==> src/rtl/mult_div_controller_pkg.sv <==
// Shared definitions for the multiply/divide sequencer: state encoding, op codes,
// and the default iteration counts that the CPU control unit also uses for stall accounting.
package mult_div_controller_pkg;

  typedef enum logic [1:0] {
    S_IDLE  = 2'd0,
    S_RUN   = 2'd1,
    S_WRITE = 2'd2,
    S_EXC   = 2'd3
  } state_t;

  localparam logic OP_MULT = 1'b0;
  localparam logic OP_DIV  = 1'b1;

  localparam int MULT_CYCLES_DEF = 33;
  localparam int DIV_CYCLES_DEF  = 33;
  localparam int CNT_W_DEF       = 6;

endpackage

==> src/rtl/mult_div_controller_if.sv <==
// Handshake bundle between the CPU control unit / mult-div datapath (master side)
// and the mult/div sequencer (slave side).
interface mult_div_controller_if;
  logic start;
  logic op;
  logic divide_by_zero;
  logic md_control;
  logic md_reset;
  logic operand_hold;
  logic busy;
  logic hilo_write;
  logic done;
  logic div0_exception;

  modport master (
    output start, op, divide_by_zero,
    input  md_control, md_reset, operand_hold, busy, hilo_write, done, div0_exception
  );

  modport slave (
    input  start, op, divide_by_zero,
    output md_control, md_reset, operand_hold, busy, hilo_write, done, div0_exception
  );
endinterface

==> src/rtl/mult_div_controller.sv <==
// Sequencer for the iterative 32-bit mult/div unit: accepts a start, runs the unit for a fixed
// number of iterations, then pulses Hi/Lo write + done, or raises a divide-by-zero exception.
//
//   state   | meaning
//   S_IDLE  | waiting for start; unit held in reset so it keeps loading operands
//   S_RUN   | unit iterating; cnt counts edges, operands frozen
//   S_WRITE | result valid; one-cycle hilo_write + done
//   S_EXC   | divide by zero seen; one-cycle div0_exception, Hi/Lo untouched
module mult_div_controller
  import mult_div_controller_pkg::*;
#(
  parameter int MULT_CYCLES = MULT_CYCLES_DEF,
  parameter int DIV_CYCLES  = DIV_CYCLES_DEF,
  parameter int CNT_W       = CNT_W_DEF
) (
  input  logic                  clock,
  input  logic                  Reset,
  mult_div_controller_if.slave  bus
);

  state_t           state;
  state_t           state_nxt;
  logic [CNT_W-1:0] cnt;
  logic [CNT_W-1:0] cnt_nxt;
  logic [CNT_W-1:0] cnt_last;
  logic             op_q;
  logic             op_nxt;

  assign cnt_last = (op_q == OP_DIV) ? CNT_W'(DIV_CYCLES - 1) : CNT_W'(MULT_CYCLES - 1);

  always_ff @(posedge clock) begin
    if (Reset) begin
      state <= S_IDLE;
      cnt   <= '0;
      op_q  <= OP_MULT;
    end else begin
      state <= state_nxt;
      cnt   <= cnt_nxt;
      op_q  <= op_nxt;
    end
  end

  always_comb begin
    state_nxt = state;
    cnt_nxt   = cnt;
    op_nxt    = op_q;
    case (state)
      S_IDLE: begin
        if (bus.start) begin
          state_nxt = S_RUN;
          cnt_nxt   = '0;
          op_nxt    = bus.op;
        end
      end
      S_RUN: begin
        // Stop counting on the exit edge so cnt never runs past the terminal value.
        if (op_q == OP_DIV && bus.divide_by_zero) begin
          state_nxt = S_EXC;
        end else if (cnt == cnt_last) begin
          state_nxt = S_WRITE;
        end else begin
          cnt_nxt = cnt + 1'b1;
        end
      end
      S_WRITE: state_nxt = S_IDLE;
      S_EXC:   state_nxt = S_IDLE;
      default: state_nxt = S_IDLE;
    endcase
  end

  // md_reset stays low in WRITE so the unit keeps Hi/Lo stable while they are captured.
  assign bus.md_reset       = Reset | (state == S_IDLE);
  assign bus.md_control     = op_q;
  assign bus.busy           = (state != S_IDLE);
  assign bus.operand_hold   = (state == S_RUN);
  assign bus.hilo_write     = (state == S_WRITE);
  assign bus.done           = (state == S_WRITE);
  assign bus.div0_exception = (state == S_EXC);

endmodule

==> src/flat_wrapper.sv <==
// flat-port wrapper written by rule: the top's interface ports become plain ports
module mult_div_controller_flat import mult_div_controller_pkg::*;
#(
  parameter int MULT_CYCLES = MULT_CYCLES_DEF,
  parameter int DIV_CYCLES  = DIV_CYCLES_DEF,
  parameter int CNT_W       = CNT_W_DEF
)
  (clock, Reset, bus_start, bus_op, bus_divide_by_zero, bus_md_control, bus_md_reset, bus_operand_hold, bus_busy, bus_hilo_write, bus_done, bus_div0_exception);
  mult_div_controller_if bus_i ();
  input  logic clock;
  input  logic Reset;
  input wire logic [$bits(bus_i.start)-1:0] bus_start;
  input wire logic [$bits(bus_i.op)-1:0] bus_op;
  input wire logic [$bits(bus_i.divide_by_zero)-1:0] bus_divide_by_zero;
  output wire logic [$bits(bus_i.md_control)-1:0] bus_md_control;
  output wire logic [$bits(bus_i.md_reset)-1:0] bus_md_reset;
  output wire logic [$bits(bus_i.operand_hold)-1:0] bus_operand_hold;
  output wire logic [$bits(bus_i.busy)-1:0] bus_busy;
  output wire logic [$bits(bus_i.hilo_write)-1:0] bus_hilo_write;
  output wire logic [$bits(bus_i.done)-1:0] bus_done;
  output wire logic [$bits(bus_i.div0_exception)-1:0] bus_div0_exception;
  assign bus_i.start = bus_start;
  assign bus_i.op = bus_op;
  assign bus_i.divide_by_zero = bus_divide_by_zero;
  assign bus_md_control = bus_i.md_control;
  assign bus_md_reset = bus_i.md_reset;
  assign bus_operand_hold = bus_i.operand_hold;
  assign bus_busy = bus_i.busy;
  assign bus_hilo_write = bus_i.hilo_write;
  assign bus_done = bus_i.done;
  assign bus_div0_exception = bus_i.div0_exception;
  mult_div_controller #(.MULT_CYCLES(MULT_CYCLES), .DIV_CYCLES(DIV_CYCLES), .CNT_W(CNT_W)) u_core (.clock(clock), .Reset(Reset), .bus(bus_i));
endmodule
==> config.mk <==
export PLATFORM = sky130hd
export DESIGN_NAME = mult_div_controller_flat
export DESIGN_NICKNAME = d
export VERILOG_FILES = /design/src/rtl/mult_div_controller_pkg.sv /design/src/rtl/mult_div_controller_if.sv /design/src/rtl/mult_div_controller.sv /design/src/flat_wrapper.sv
export SDC_FILE = /design/constraint.sdc
export NUM_CORES = 1
export LEC_CHECK = 0
export BUFFER_PORTS_ARGS = -buffer_cell sky130_fd_sc_hd__buf_2
export CAP_MARGIN = 10
export CORE_AREA = 3 3 40 42
export DETAILED_ROUTE_END_ITERATION = 7
export DIE_AREA = 0 0 43 45
export GPL_TIMING_DRIVEN = 0
export SYNTH_ARGS = -nofsm -noshare
export SYNTH_HDL_FRONTEND = slang
export SYNTH_SLANG_ARGS = --single-unit
==> constraint.sdc <==
create_clock -name clock -period 1.7 [get_ports clock]
set_input_delay 0.17 -clock clock [delete_from_list [all_inputs] [get_ports clock]]
set_output_delay 0.17 -clock clock [all_outputs]
set_load 0.1 [all_outputs]
After elaboration in Yosys (flattened, before gate mapping)
Index checks and enable logic that the tools add are counted.
{ "word_totals": {"regBits": 9, "latchBits": 0, "ram_bits": 0, "mem_bits_ro": 0, "input_bits": 5, "out_inout_bits": 7, "word_cells": 29, "mem_count": 0} }
{ "op_classes": {"n_addsub": 1, "mul": 0, "n_div": 0, "magnitude_cmp": 0, "eq_ne": 8, "shifts": 0, "mux": 8, "bitwise": 1, "reduce_logical": 8} }
{ "op_table": {"columns": ["op", "count"], "rows": [
  ["6-bit two-way mux", 3],
  ["6-bit case mux with 2 select lines", 1],
  ["6-bit by 1-bit adder with 6-bit output, second input constant", 1],
  ["6-bit == test, second input constant", 1],
  ["2-bit two-way mux", 3],
  ["2-bit != test, second input constant", 3],
  ["2-bit case mux with 3 select lines", 1],
  ["2-bit == test, second input constant", 2],
  ["2-bit AND reduction", 2],
  ["4-bit AND reduction", 1],
  ["2-bit nonzero test", 2],
  ["3-bit by 1-bit != test with 1-bit output, second input constant", 1],
  ["2-bit by 1-bit == test with 1-bit output, second input constant", 1],
  ["2-bit logical NOT", 1],
  ["2-bit OR reduction", 1],
  ["1-bit logical AND", 1],
  ["1-bit OR", 1]
]} }

Logic depth before layout (Yosys ltp)
Gate-level depths: netlist (run 1).
{ "depth": {"depth_word": 4, "depth_mapped": 6, "ltp_nobuf": 6} }

Worst setup path after synthesis (run 1)
OpenSTA, ideal clock, no wires.
{ "synth_timing": {"kind": "register to output", "startpoint": "register u_core.state[0]", "endpoint": "output bus_md_reset", "arrival_time_ps": 1855, "required_ps": 1530, "path_slack_ps": -325, "path_stages_with_launch": 4, "path_buffers": 0, "path_cell_list": "dfxtp_1 nor2_1 inv_1 nand2b_1"} }
{ "synth_between": {"elab_chain_cells": 2} }
{ "synth_rtl": {"columns": ["element", "line", "text"], "rows": [
  ["from (decl)", "mult_div_controller.sv:21", "state_t state;"],
  ["from (signal assigned)", "mult_div_controller.sv:37", "state <= state_nxt;"],
  ["2-bit logical NOT", "mult_div_controller.sv:72", "assign bus.md_reset = Reset | (state == S_IDLE);"],
  ["1-bit OR", "mult_div_controller.sv:72", null],
  ["to (decl)", "flat_wrapper.sv:16", "output wire logic [$bits(bus_i.md_reset)-1:0] bus_md_reset;"]
]} }
No other way between the ends.

Final worst setup path (run 1)
{ "layout_timing": {"startpoint": "register u_core.cnt[0]", "endpoint": "register u_core.cnt[5]"} }
{ "layout_between": {"elab_chain_cells": 4} }
{ "layout_rtl": {"columns": ["element", "line", "text"], "rows": [
  ["from (decl)", "mult_div_controller.sv:23", "logic [CNT_W-1:0] cnt;"],
  ["from (signal assigned)", "mult_div_controller.sv:38", "cnt <= cnt_nxt;"],
  ["6-bit by 1-bit adder with 6-bit output", "mult_div_controller.sv:62", "cnt_nxt = cnt + 1'b1;"],
  ["6-bit two-way mux", "mult_div_controller.sv:59", "end else if (cnt == cnt_last) begin"],
  ["6-bit two-way mux", "mult_div_controller.sv:57", "if (op_q == OP_DIV && bus.divide_by_zero) begin"],
  ["6-bit case mux with 2 select lines", "mult_div_controller.sv:47", "case (state)"]
]} }
Several ways; a longest one is shown, not always the timed one. The select of a mux whose other input is x is not followed.
A chain may end at the register's enable or synchronous reset.

==> metrics, run 1 <==
via count of the first global-routing pass 390; chip height 45 um; Syn. warnings 0; power density over the cells 899 nW/um^2; remaining antenna violation count after routing 0; maximum fanout along the worst path 9; share of the clock period used by the worst path 95.1%; count of H-tree levels built during CTS 1; post-route worst hold slack 0.190 ns; clk buf depth 2; clk_skew 0.00547 ns; placeable core region 1280 um^2; clock sink count 9; wire length per cell after detailed routing 11.3 um; cell family with the largest share of critical-path delay simple AND/OR/NAND/NOR gates; residual DRC count 0; number of nets in the layout 84; full die area 1940 um^2; initial core utilization 41.0%; CTS tree yes; DR pass1 iterations 4; number of unique standard cell types used by synthesis 26; WP data required 1.88 ns; Max stage delay cell, worst path sky130_fd_sc_hd__or4_1; worst min-delay path class in -> reg; outcome completed; average cell area after synthesis 8.64 um^2; total power 0.568 mW; instance count of the mapped netlist 61; max-slew violation total from the final report 0; Max Cap Viol 0; count of input and output buffers 11; Resized cells post-CTS 0; antenna violations before repair 0; Final setup violation count 0; crit path launch type flip-flop; Root Driver sky130_fd_sc_hd__clkbuf_4; number of setup buffers added after CTS 0; Initial DRC Count 5; Max IR drop VDD 0.622 mV; largest net degree at the start of global routing 11; Area growth syn-to-layout 20.0%; fraction of post-synthesis cell area in the top cell type by area 34.2%; half-perimeter wire length of the detailed placement result 786 um; cell area after synthesis 527 um^2; total wirelength of the detailed-routed design 1030 um; worst-path cell chain inv_1 -> ha_1 -> nand4bb_4 -> o211ai_4 -> or4_1 -> a31oi_1; global routing usage summed across all routing layers 11.6%; sequential cell area fraction in the yosys report 34.2%; final hold violation count 0; boundary pin count 12; worst path buffer plus inverter count 1; Leakage 0.241 nW; post-synth net total 68; Worst Tran Pin Value 0.487 ns; most area-hungry cell type in the Yosys netlist sky130_fd_sc_hd__dfxtp_1; gp weighted congestion 0.774; number of vias after detailed routing 473; unrepaired setup endpoints after global routing no; worst max-slew margin expressed relative to the limit 67.7%; insertion delay to the later sink of the worst-skew pair 0.25 ns; time the final worst path needs with I/O delays and setup 1.62 ns; clock edge transition at the registers on the reported setup and hold paths 0.06 ns; nature of the critical path endpoint flip-flop; share of layout cells above drive strength 1 28.9%; die span in x 43 um; hold_buf cts 0; Remaining Overflow, GRT 0; Synth Register Bits 9; row cnt 13; Diodes inserted 0; CTS Buf Count 3; Max stage delay on crit path 0.48 ns; global-route wire length before repair 1630 um; Setup CP Type reg -> reg; routed via count divided by cell count 5.20; cells taking the most area after synthesis sky130_fd_sc_hd__dfxtp_1, sky130_fd_sc_hd__nand3_1, sky130_fd_sc_hd__a21oi_1; data arrival time of the worst path 1.80 ns; highest achievable clock rate 0.618 GHz
-- cell families after synthesis --
| kind of cell | Yosys count | share of synthesized area, % |
|---|---|---|
| AO/OA/AOI/OAI | 13 | 18.5 |
| AND/OR/NAND/NOR | 31 | 37.3 |
| buffers and inverters | 6 | 5.22 |
| adder cells (fa/ha/maj) | 2 | 4.75 |
| flip-flops | 9 | 34.2 |
-- sequential cells by signal, indices dropped and copies added (netlist names) --
name / cells
u_core.cnt: 6
u_core.state: 2
u_core.bus.md_control: 1
-- area by class of cell --
type	count	area [um^2]
Sequential cell	9	181
Inverter	4	16.3
Clock buffer	4	26.3
Fill cell	123	653
Timing Repair Buffer	11	55.1
Tap cell	15	18.8
Multi-Input combinational cell	46	323
Buffer	2	11.3
-- routing by layer --
metal / GRT usage [%] / part of all wire, % / up-vias
li1: - / - / 249
met1: 12.9 / 44 / 215
met2: 19.5 / 50 / 9
met3: 5.98 / 5.8 / 0
met4: 3.61 / 0 / 0
met5: 0 / 0 / -
-- cells in the mapped netlist (all sizes together) --
library cell  number
clkbuf             1
nor2               3
inv                3
or3                1
o211ai             1
nand4bb            1
a21oi              6
clkinv             1
nand2              4
or2                1
o41ai              1
nor2b              1
a31oi              2
or2b               1
o2111ai            1
ha                 2
dfxtp              9
a32oi              1
and2b              1
a21o               1
or4                2
nand3             11
buf                1
nand2b             4
and2               1
-- worst reg2reg max path, stage by stage (launching register included) --
cell                        delay, ns
sky130_fd_sc_hd__dfxtp_1         0.37
sky130_fd_sc_hd__inv_1           0.07
sky130_fd_sc_hd__ha_1            0.23
sky130_fd_sc_hd__nand4bb_4       0.12
sky130_fd_sc_hd__o211ai_4        0.12
sky130_fd_sc_hd__or4_1           0.48
sky130_fd_sc_hd__a31oi_1         0.16
-- cell usage in the layout (no fill, tap or decap), drive strengths merged --
cell,count
a21o,1
a21oi,6
a31oi,2
a32oi,1
and2,1
and2b,1
buf,12
clkbuf,5
clkinv,1
dfxtp,9
ha,2
inv,3
nand2,4
nand2b,4
nand3,11
nand4bb,1
nor2,3
nor2b,1
o2111ai,1
o211ai,1
o41ai,1
or2,1
or2b,1
or3,1
or4,2
-- final timing paths --
path	slack, ns	startpoint	depth (start not counted)	endpoint
min reg2reg	0.46	u_core.bus.md_control$_SDFFE_PP0P_	2	u_core.bus.md_control$_SDFFE_PP0P_
max reg2reg	0.08	u_core.cnt[0]$_SDFFE_PP0P_	6	u_core.cnt[5]$_SDFFE_PP0P_
min	0.19	bus_op	3	u_core.bus.md_control$_SDFFE_PP0P_
max	0.08	u_core.cnt[0]$_SDFFE_PP0P_	6	u_core.cnt[5]$_SDFFE_PP0P_
-- power by group --
group	leakage (nW)	switching, mW	internal (mW)
Sequential	0.0736	0.00825	0.220
Combinational	0.153	0.145	0.0372
Clock	0.0150	0.0674	0.0900
Total	0.241	0.220	0.347
-- through the flow --
stage               instance area (um^2)  util [%]  setup slack, ns  instances  TNS [ns]
detailed placement                   606      47.1           0.0791         87         0
global placement                     606      47.1           0.0913         87         0
floorplan                            532         -          -0.0941         61   -0.0941
finish                               632      49.2           0.0832         91         0
global route                         632      49.2          0.00485         91         0
CTS                                  632      49.2           0.0684         91         0
(Power assumes the default switching activity.)
==> run 2, diff against run 1 <==
==> constraint.sdc (replaced) <==
create_clock -name clock -period 2.05 [get_ports clock]
set_input_delay 0.205 -clock clock [delete_from_list [all_inputs] [get_ports clock]]
set_output_delay 0.205 -clock clock [all_outputs]
set_load 0.1 [all_outputs]
==> run 2 against run 1 <==
- hold slack better by 0.012 ns
- setup slack improved by 0.33 ns
- core utilization decreased by 0.19 points
- flip-flop and latch count unchanged
- total power shrank 15%
- register-to-register slack improved by 0.33 ns
- clock-buffer cell count is the same
- sequential power down 17%
- routed wire length grew 6.3%
==> metrics, run 2 (synthesis results as in run 1) <==
outcome completed (unchanged); flop2flop setup slack 0.41 ns (was 0.08 ns); half-perimeter wire length of the detailed placement result 782 um (was 786 um); clk_skew 0.00293 ns (was 0.00547 ns); worst min-delay path class in -> reg (unchanged); area post-placement 603 um^2 (was 606 um^2); routed via count divided by cell count 5.23 (was 5.20); unrepaired setup endpoints after global routing no (unchanged); insertion delay to the later sink of the worst-skew pair 0.27 ns (was 0.25 ns); number of nets in the layout 84 (unchanged); boundary pin count 12 (unchanged); row cnt 13 (unchanged); highest achievable clock rate 0.610 GHz (was 0.618 GHz); Initial DRC Count 5 (unchanged); gp weighted congestion 0.800 (was 0.774); final hold violation count 0 (unchanged); global-route wire length before repair 1880 um (was 1630 um); Post-Place Worst Slack 0.429 ns (was 0.0791 ns); antenna violations before repair 0 (unchanged); total wirelength of the detailed-routed design 1090 um (was 1030 um); Resized cells post-CTS 0 (unchanged); Max Cap Viol 0 (unchanged); max-slew violation total from the final report 0 (unchanged); Worst Tran Pin Value 0.486 ns (was 0.487 ns); end point of the worst hold path u_core.bus.md_control$_SDFFE_PP0P_ (unchanged); clk buf depth 2 (unchanged); Root Driver sky130_fd_sc_hd__clkbuf_4 (unchanged); nature of the critical path endpoint flip-flop (unchanged); Area growth syn-to-layout 19.5% (was 20.0%); placeable core region 1280 um^2 (unchanged); data arrival time of the worst path 1.84 ns (was 1.80 ns); Layout Utilization 49.0% (was 49.2%); global routing usage summed across all routing layers 13.9% (was 11.6%); power density over the cells 770 nW/um^2 (was 899 nW/um^2); Setup CP Type reg -> reg (unchanged); wire length per cell after detailed routing 12.0 um (was 11.3 um); R2R Path End u_core.cnt[5]$_SDFFE_PP0P_ (unchanged); DR pass1 iterations 4 (unchanged); crit path launch type flip-flop (unchanged); maximum fanout along the worst path 9 (unchanged); leading cell types in the layout, fill and taps excluded sky130_fd_sc_hd__nand3_1, sky130_fd_sc_hd__buf_2, sky130_fd_sc_hd__dfxtp_1 (unchanged); share of layout cells above drive strength 1 26.3% (was 28.9%); Hold Path Stages 3 (unchanged); count of input and output buffers 11 (unchanged); via count of the first global-routing pass 417 (was 390); full die area 1940 um^2 (unchanged); residual DRC count 0 (unchanged); Diodes inserted 0 (unchanged); Leakage 0.241 nW (about the same); path depth of the worst reg2reg path 6 (unchanged); clock edge transition at the registers on the reported setup and hold paths 0.06 ns (about the same); number of vias after detailed routing 476 (was 473); Max IR drop VDD 0.288 mV (was 0.622 mV); placed insts 87 (unchanged); total power 0.484 mW (was 0.568 mW); Remaining Overflow, GRT 0 (unchanged); clock sink count 9 (unchanged); chip height 45 um (unchanged); WP data required 2.25 ns (was 1.88 ns); Non-Filler Instances 91 (unchanged); final-layout setup total negative slack 0 ns (unchanged); reg-to-reg startpoint u_core.cnt[0]$_SDFFE_PP0P_ (unchanged); die span in x 43 um (unchanged); final worst-path setup slack 0.412 ns (was 0.0832 ns); count of H-tree levels built during CTS 1 (unchanged); worst max-slew margin expressed relative to the limit 67.8% (was 67.7%); hold_buf cts 0 (unchanged); Final setup violation count 0 (unchanged); flip-flop count of the largest register after layout 6 (unchanged); time the final worst path needs with I/O delays and setup 1.64 ns (was 1.62 ns); largest net degree at the start of global routing 11 (unchanged); number of setup buffers added after CTS 0 (unchanged); remaining antenna violation count after routing 0 (unchanged); startpoint of the worst hold path bus_op (unchanged); post-route worst hold slack 0.202 ns (was 0.190 ns); Reg with most FFs u_core.cnt (unchanged); initial core utilization 41.0% (unchanged); share of the clock period used by the worst path 79.9% (was 95.1%); CTS Buf Count 3 (unchanged); post-route standard cell area excluding fillers 629 um^2 (was 632 um^2); CTS tree yes (unchanged)
-- run 2: changes by cell type in the layout (fill, tap and decap cells not counted) --
cell / before / now
sky130_fd_sc_hd__dfxtp_2: 1 / 0
sky130_fd_sc_hd__dfxtp_1: 8 / 9
sky130_fd_sc_hd__and2b_2: 1 / 0
sky130_fd_sc_hd__and2b_1: 0 / 1
-- run 2: how the worst max path moves through the flow --
stage / cells past startpoint / startpoint / slack [ns] / to
after floorplan: 3 / u_core.state[0]$_SDFFE_PP0P_ / 0.22 / bus_md_reset
after global placement: 6 / u_core.cnt[0]$_SDFFE_PP0P_ / 0.44 / u_core.cnt[5]$_SDFFE_PP0P_
after detailed placement: 6 / u_core.cnt[0]$_SDFFE_PP0P_ / 0.43 / u_core.cnt[5]$_SDFFE_PP0P_
after CTS: 6 / u_core.cnt[0]$_SDFFE_PP0P_ / 0.40 / u_core.cnt[5]$_SDFFE_PP0P_
after global routing: 6 / u_core.cnt[0]$_SDFFE_PP0P_ / 0.30 / u_core.cnt[5]$_SDFFE_PP0P_
final: 6 / u_core.cnt[0]$_SDFFE_PP0P_ / 0.41 / u_core.cnt[5]$_SDFFE_PP0P_
-- run 2: critical path, stage by stage (launching register included) --
cell and delay [ns]:
sky130_fd_sc_hd__dfxtp_1 0.37, sky130_fd_sc_hd__inv_1 0.07, sky130_fd_sc_hd__ha_1 0.23, sky130_fd_sc_hd__nand4bb_4 0.12
sky130_fd_sc_hd__o211ai_4 0.13, sky130_fd_sc_hd__or4_1 0.48, sky130_fd_sc_hd__a31oi_1 0.17
-- run 2: metal layers --
metal,global-route usage (%),up-vias,share of wire (%)
met5,0,-,0
met4,10.8,0,3.2
met3,5.98,3,4.7
met2,22.8,9,48
met1,14.0,216,44
li1,-,248,-
-- run 2: area by class of cell --
| type | count | area [um^2] |
|---|---|---|
| fillers | 127 | 656 |
| multi-input cells | 46 | 322 |
| flip-flops and latches | 9 | 180 |
| repair buffers | 11 | 55.1 |
| clock buffers | 4 | 26.3 |
| well taps | 15 | 18.8 |
| inverters | 4 | 16.3 |
| plain buffers | 2 | 11.3 |
-- run 2: power by group --
part | internal, mW | total, mW | switching [mW]
clock network | 0.0754 | 0.143 | 0.0681
registers | 0.182 | 0.189 | 0.00697
logic | 0.0309 | 0.152 | 0.121
==> run 3, diff against run 2 <==
--- a/config.mk
+++ b/config.mk
@@ -5,6 +5,7 @@
 export SDC_FILE = /design/constraint.sdc
 export NUM_CORES = 1
 export LEC_CHECK = 0
+export ABC_AREA = 1
 export BUFFER_PORTS_ARGS = -buffer_cell sky130_fd_sc_hd__buf_2
 export CAP_MARGIN = 10
 export CORE_AREA = 3 3 40 42
==> constraint.sdc (replaced) <==
create_clock -name clock -period 1.6 [get_ports clock]
set_input_delay 0.16 -clock clock [delete_from_list [all_inputs] [get_ports clock]]
set_output_delay 0.16 -clock clock [all_outputs]
set_load 0.1 [all_outputs]
==> run 3 against run 2 <==
- routed wire length shrank 1.0%
- non-clock buffer count shrank 1
- register-to-register slack lost 0.07 ns
- global-route usage shrank 0.73 points
- sequential power grew 33%
- setup slack lost 0.35 ns
- combinational power grew 65%
- clock skew is essentially flat
- critical endpoint is now bus_md_reset
- largest power group unchanged
- critical path depth shrank 2
==> metrics, run 3 <==
outcome completed (unchanged); total wirelength of the detailed-routed design 1080 um (was 1090 um); Setup CP Type reg -> out (was reg -> reg); time the final worst path needs with I/O delays and setup 1.53 ns; Max Cap Viol 0 (unchanged); reg-to-reg startpoint u_core.cnt[0]$_SDFFE_PP0P_ (unchanged); most instantiated library cell after synthesis sky130_fd_sc_hd__nand2_1 (was sky130_fd_sc_hd__nand3_1); maximum fanout along the worst path 4 (was 9); CTS Buf Count 3 (unchanged); total length of routed met2 wires 466 um (was 523 um); Area growth syn-to-layout 26.7% (was 19.5%); worst max-slew margin expressed relative to the limit 67.9% (was 67.8%); Max IR drop VDD 0.479 mV (was 0.288 mV); leading cell types in the layout, fill and taps excluded sky130_fd_sc_hd__nand2_1, sky130_fd_sc_hd__inv_1, sky130_fd_sc_hd__buf_2 (was sky130_fd_sc_hd__nand3_1, sky130_fd_sc_hd__buf_2, sky130_fd_sc_hd__dfxtp_1); average cell area after synthesis 6.72 um^2 (was 8.64 um^2); Final setup violation count 0 (unchanged); Leakage 0.315 nW (was 0.241 nW); hold_buf cts 0 (unchanged); global routing usage summed across all routing layers 13.2% (was 13.9%); Max stage delay cell, worst path sky130_fd_sc_hd__dfxtp_1 (was sky130_fd_sc_hd__or4_1); flop2flop setup slack 0.34 ns (was 0.41 ns); data arrival time of the worst path 1.37 ns (was 1.84 ns); Diodes inserted 0 (unchanged); Reg with most FFs u_core.cnt (unchanged); Max stage delay on crit path 0.36 ns (was 0.48 ns); worst path buffer plus inverter count 2 (was 1); row cnt 13 (unchanged); most instantiated cells after synthesis sky130_fd_sc_hd__nand2_1, sky130_fd_sc_hd__inv_1, sky130_fd_sc_hd__dfxtp_1, sky130_fd_sc_hd__nor2_1, sky130_fd_sc_hd__nand3_1 (was sky130_fd_sc_hd__nand3_1, sky130_fd_sc_hd__dfxtp_1, sky130_fd_sc_hd__a21oi_1, sky130_fd_sc_hd__nand2_1); boundary pin count 12 (unchanged); fraction of post-synthesis cell area in the top cell type by area 34.4% (was 34.2%); half-perimeter wire length of the detailed placement result 841 um (was 782 um); highest achievable clock rate 0.652 GHz; path depth of the worst reg2reg path 8 (was 6); most common cell after layout, fill and taps aside sky130_fd_sc_hd__nand2_1; clk_skew 0.00282 ns (was 0.00293 ns); share of the clock period used by the worst path 95.9%; Post-synth EDFFs 0 (unchanged); die span in x 43 um (unchanged); power density over the cells 1030 nW/um^2 (was 770 nW/um^2); number of setup buffers added after CTS 0 (unchanged); most common flop cell mapped by yosys sky130_fd_sc_hd__dfxtp_1 (unchanged); nature of the critical path endpoint output pin (was flip-flop); worst-path cell chain nor2_2 -> clkinvlp_4 -> nand2_8 -> buf_6 (was inv_1 -> ha_1 -> nand4bb_4 -> o211ai_4 -> or4_1 -> a31oi_1); max-slew violation total from the final report 0 (unchanged); post-synth net total 85 (was 68); wire length per cell after detailed routing 10.0 um (was 12.0 um); full die area 1940 um^2 (unchanged); cell area after synthesis 524 um^2 (was 527 um^2); Root Driver sky130_fd_sc_hd__clkbuf_4 (unchanged); count of input and output buffers 11 (unchanged); routed via count divided by cell count 4.85 (was 5.23); clock sink count 9 (unchanged); Max Used Layer met4 (unchanged); worst min-delay path class in -> reg (unchanged); insertion delay to the later sink of the worst-skew pair 0.27 ns (about the same); placeable core region 1280 um^2 (unchanged); most area-hungry cell type in the Yosys netlist sky130_fd_sc_hd__dfxtp_1 (unchanged); number of vias after detailed routing 524 (was 476); unrepaired setup endpoints after global routing yes (was no); chip height 45 um (unchanged); Syn. warnings 0 (unchanged); number of nets in the layout 101 (was 84); post-route worst hold slack 0.110 ns (was 0.202 ns); CTS tree yes (unchanged); Worst Tran Pin Value 0.484 ns (was 0.486 ns); instance count of the mapped netlist 78 (was 61); WP data required 1.44 ns (was 2.25 ns); Layout fillers 131 (was 127); Routed met1 length 525 um (was 483 um); met3 wirelength from detailed routing 57 um (was 51 um); cells taking the most area after synthesis sky130_fd_sc_hd__dfxtp_1, sky130_fd_sc_hd__nand2_1, sky130_fd_sc_hd__inv_1 (was sky130_fd_sc_hd__dfxtp_1, sky130_fd_sc_hd__nand3_1, sky130_fd_sc_hd__a21oi_1); end point of the worst hold path u_core.bus.md_control$_SDFFE_PP0P_ (unchanged); clk buf depth 2 (unchanged); count of H-tree levels built during CTS 1 (unchanged); Remaining Overflow, GRT 0 (unchanged); number of unique standard cell types used by synthesis 16 (was 26); crit path launch type flip-flop (unchanged); antenna violations before repair 0 (unchanged); via count of the first global-routing pass 429 (was 417); DR pass1 iterations 4 (unchanged); final-layout setup total negative slack 0 ns (unchanged); final hold violation count 0 (unchanged); remaining antenna violation count after routing 0 (unchanged); global-route wire length before repair 1840 um (was 1880 um); initial core utilization 40.8% (was 41.0%); clock edge transition at the registers on the reported setup and hold paths 0.06 ns (about the same); flip-flop count of the largest register after layout 6 (unchanged); Hold Path Stages 2 (was 3); largest net degree at the start of global routing 8 (was 11); startpoint of the worst hold path Reset (was bus_op); cell family with the largest share of critical-path delay buffers and inverters (was simple AND/OR/NAND/NOR gates); gp weighted congestion 0.761 (was 0.800); Synth Register Bits 9 (unchanged); Initial DRC Count 9 (was 5); R2R Path End u_core.cnt[5]$_SDFFE_PP0P_ (unchanged); Synth async-reset ratio 0% (unchanged); residual DRC count 0 (unchanged); share of layout cells above drive strength 1 28.0% (was 26.3%); sequential cell area fraction in the yosys report 34.4% (was 34.2%)
-- run 3: cell count changes after synthesis, moves of 2 or more --
cell                       delta
sky130_fd_sc_hd__a31oi_1      -2
sky130_fd_sc_hd__nand3_1      -4
sky130_fd_sc_hd__o21ai_1      +2
sky130_fd_sc_hd__nand2b_1     -3
sky130_fd_sc_hd__nor2_1       +6
sky130_fd_sc_hd__nand4_1      +3
sky130_fd_sc_hd__nand2_2      +2
sky130_fd_sc_hd__inv_1       +10
sky130_fd_sc_hd__nand2_1     +15
sky130_fd_sc_hd__nand2_4      +2
sky130_fd_sc_hd__or4_1        -2
-- run 3: worst max path at each step --
stage | from | to | slack [ns] | cells after the start
2_1_floorplan | u_core.state[0]$_SDFFE_PP0P_ | bus_md_reset | -0.006 | 3
3_3_place_gp | u_core.state[0]$_SDFFE_PP0P_ | bus_md_reset | 0.16 | 4
3_5_place_dp | u_core.state[0]$_SDFFE_PP0P_ | bus_md_reset | 0.16 | 4
4_1_cts | u_core.state[0]$_SDFFE_PP0P_ | bus_busy | 0.05 | 3
5_1_grt | u_core.state[0]$_SDFFE_PP0P_ | bus_md_reset | -0.006 | 4
6_report | u_core.state[0]$_SDFFE_PP0P_ | bus_md_reset | 0.07 | 4
-- run 3: cell type report --
| cell class | instances | area [um^2] | share of cell area, % |
|---|---|---|---|
| Inverter | 13 | 52.6 | 7.91 |
| Tap cell | 15 | 18.8 | 2.82 |
| Buffer | 1 | 7.51 | 1.13 |
| Clock buffer | 4 | 26.3 | 3.95 |
| Sequential cell | 9 | 181 | 27.3 |
| Timing Repair Buffer | 11 | 63.8 | 9.60 |
| Multi-Input combinational cell | 55 | 314 | 47.3 |
-- run 3: cell families after synthesis --
group	after synthesis	share of synthesized area [%]
simple gates	45	42.0
flops	9	34.4
compound gates	8	8.11
fa+ha+maj	2	4.77
buf+inv	14	10.7
-- run 3: metrics by stage --
stage / instances / area [um^2] / worst slack (ns) / util, % / power, mW
2_1_floorplan: 78 / 556 / -0.00614 / - / 0.465
5_1_grt: 108 / 664 / -0.00602 / 51.7 / 0.713
6_report: 108 / 664 / 0.0660 / 51.7 / 0.682
3_5_place_dp: 104 / 629 / 0.163 / 49.0 / 0.502
4_1_cts: 108 / 662 / 0.0482 / 51.5 / 0.688
3_3_place_gp: 104 / 629 / 0.156 / 49.0 / 0.500
-- run 3: power breakdown --
| part | internal (mW) | switching [mW] | total (mW) |
|---|---|---|---|
| logic | 0.0554 | 0.195 | 0.251 |
| clock network | 0.0964 | 0.0834 | 0.180 |
| registers | 0.237 | 0.0147 | 0.251 |
-- run 3: what timing repair did --
item / CTS / global route
setup endpoints to repair: 1 / 2
cloned: 0 / 0
gates resized for setup: 2 / 1
hold endpoints to repair: 0 / 0
-- run 3: routing by layer --
layer | GRT usage [%] | up-vias
met4 | 12.7 | 0
met3 | 2.39 | 4
met5 | 0 | -
met1 | 17.7 | 232
li1 | - | 276
met2 | 17.4 | 12
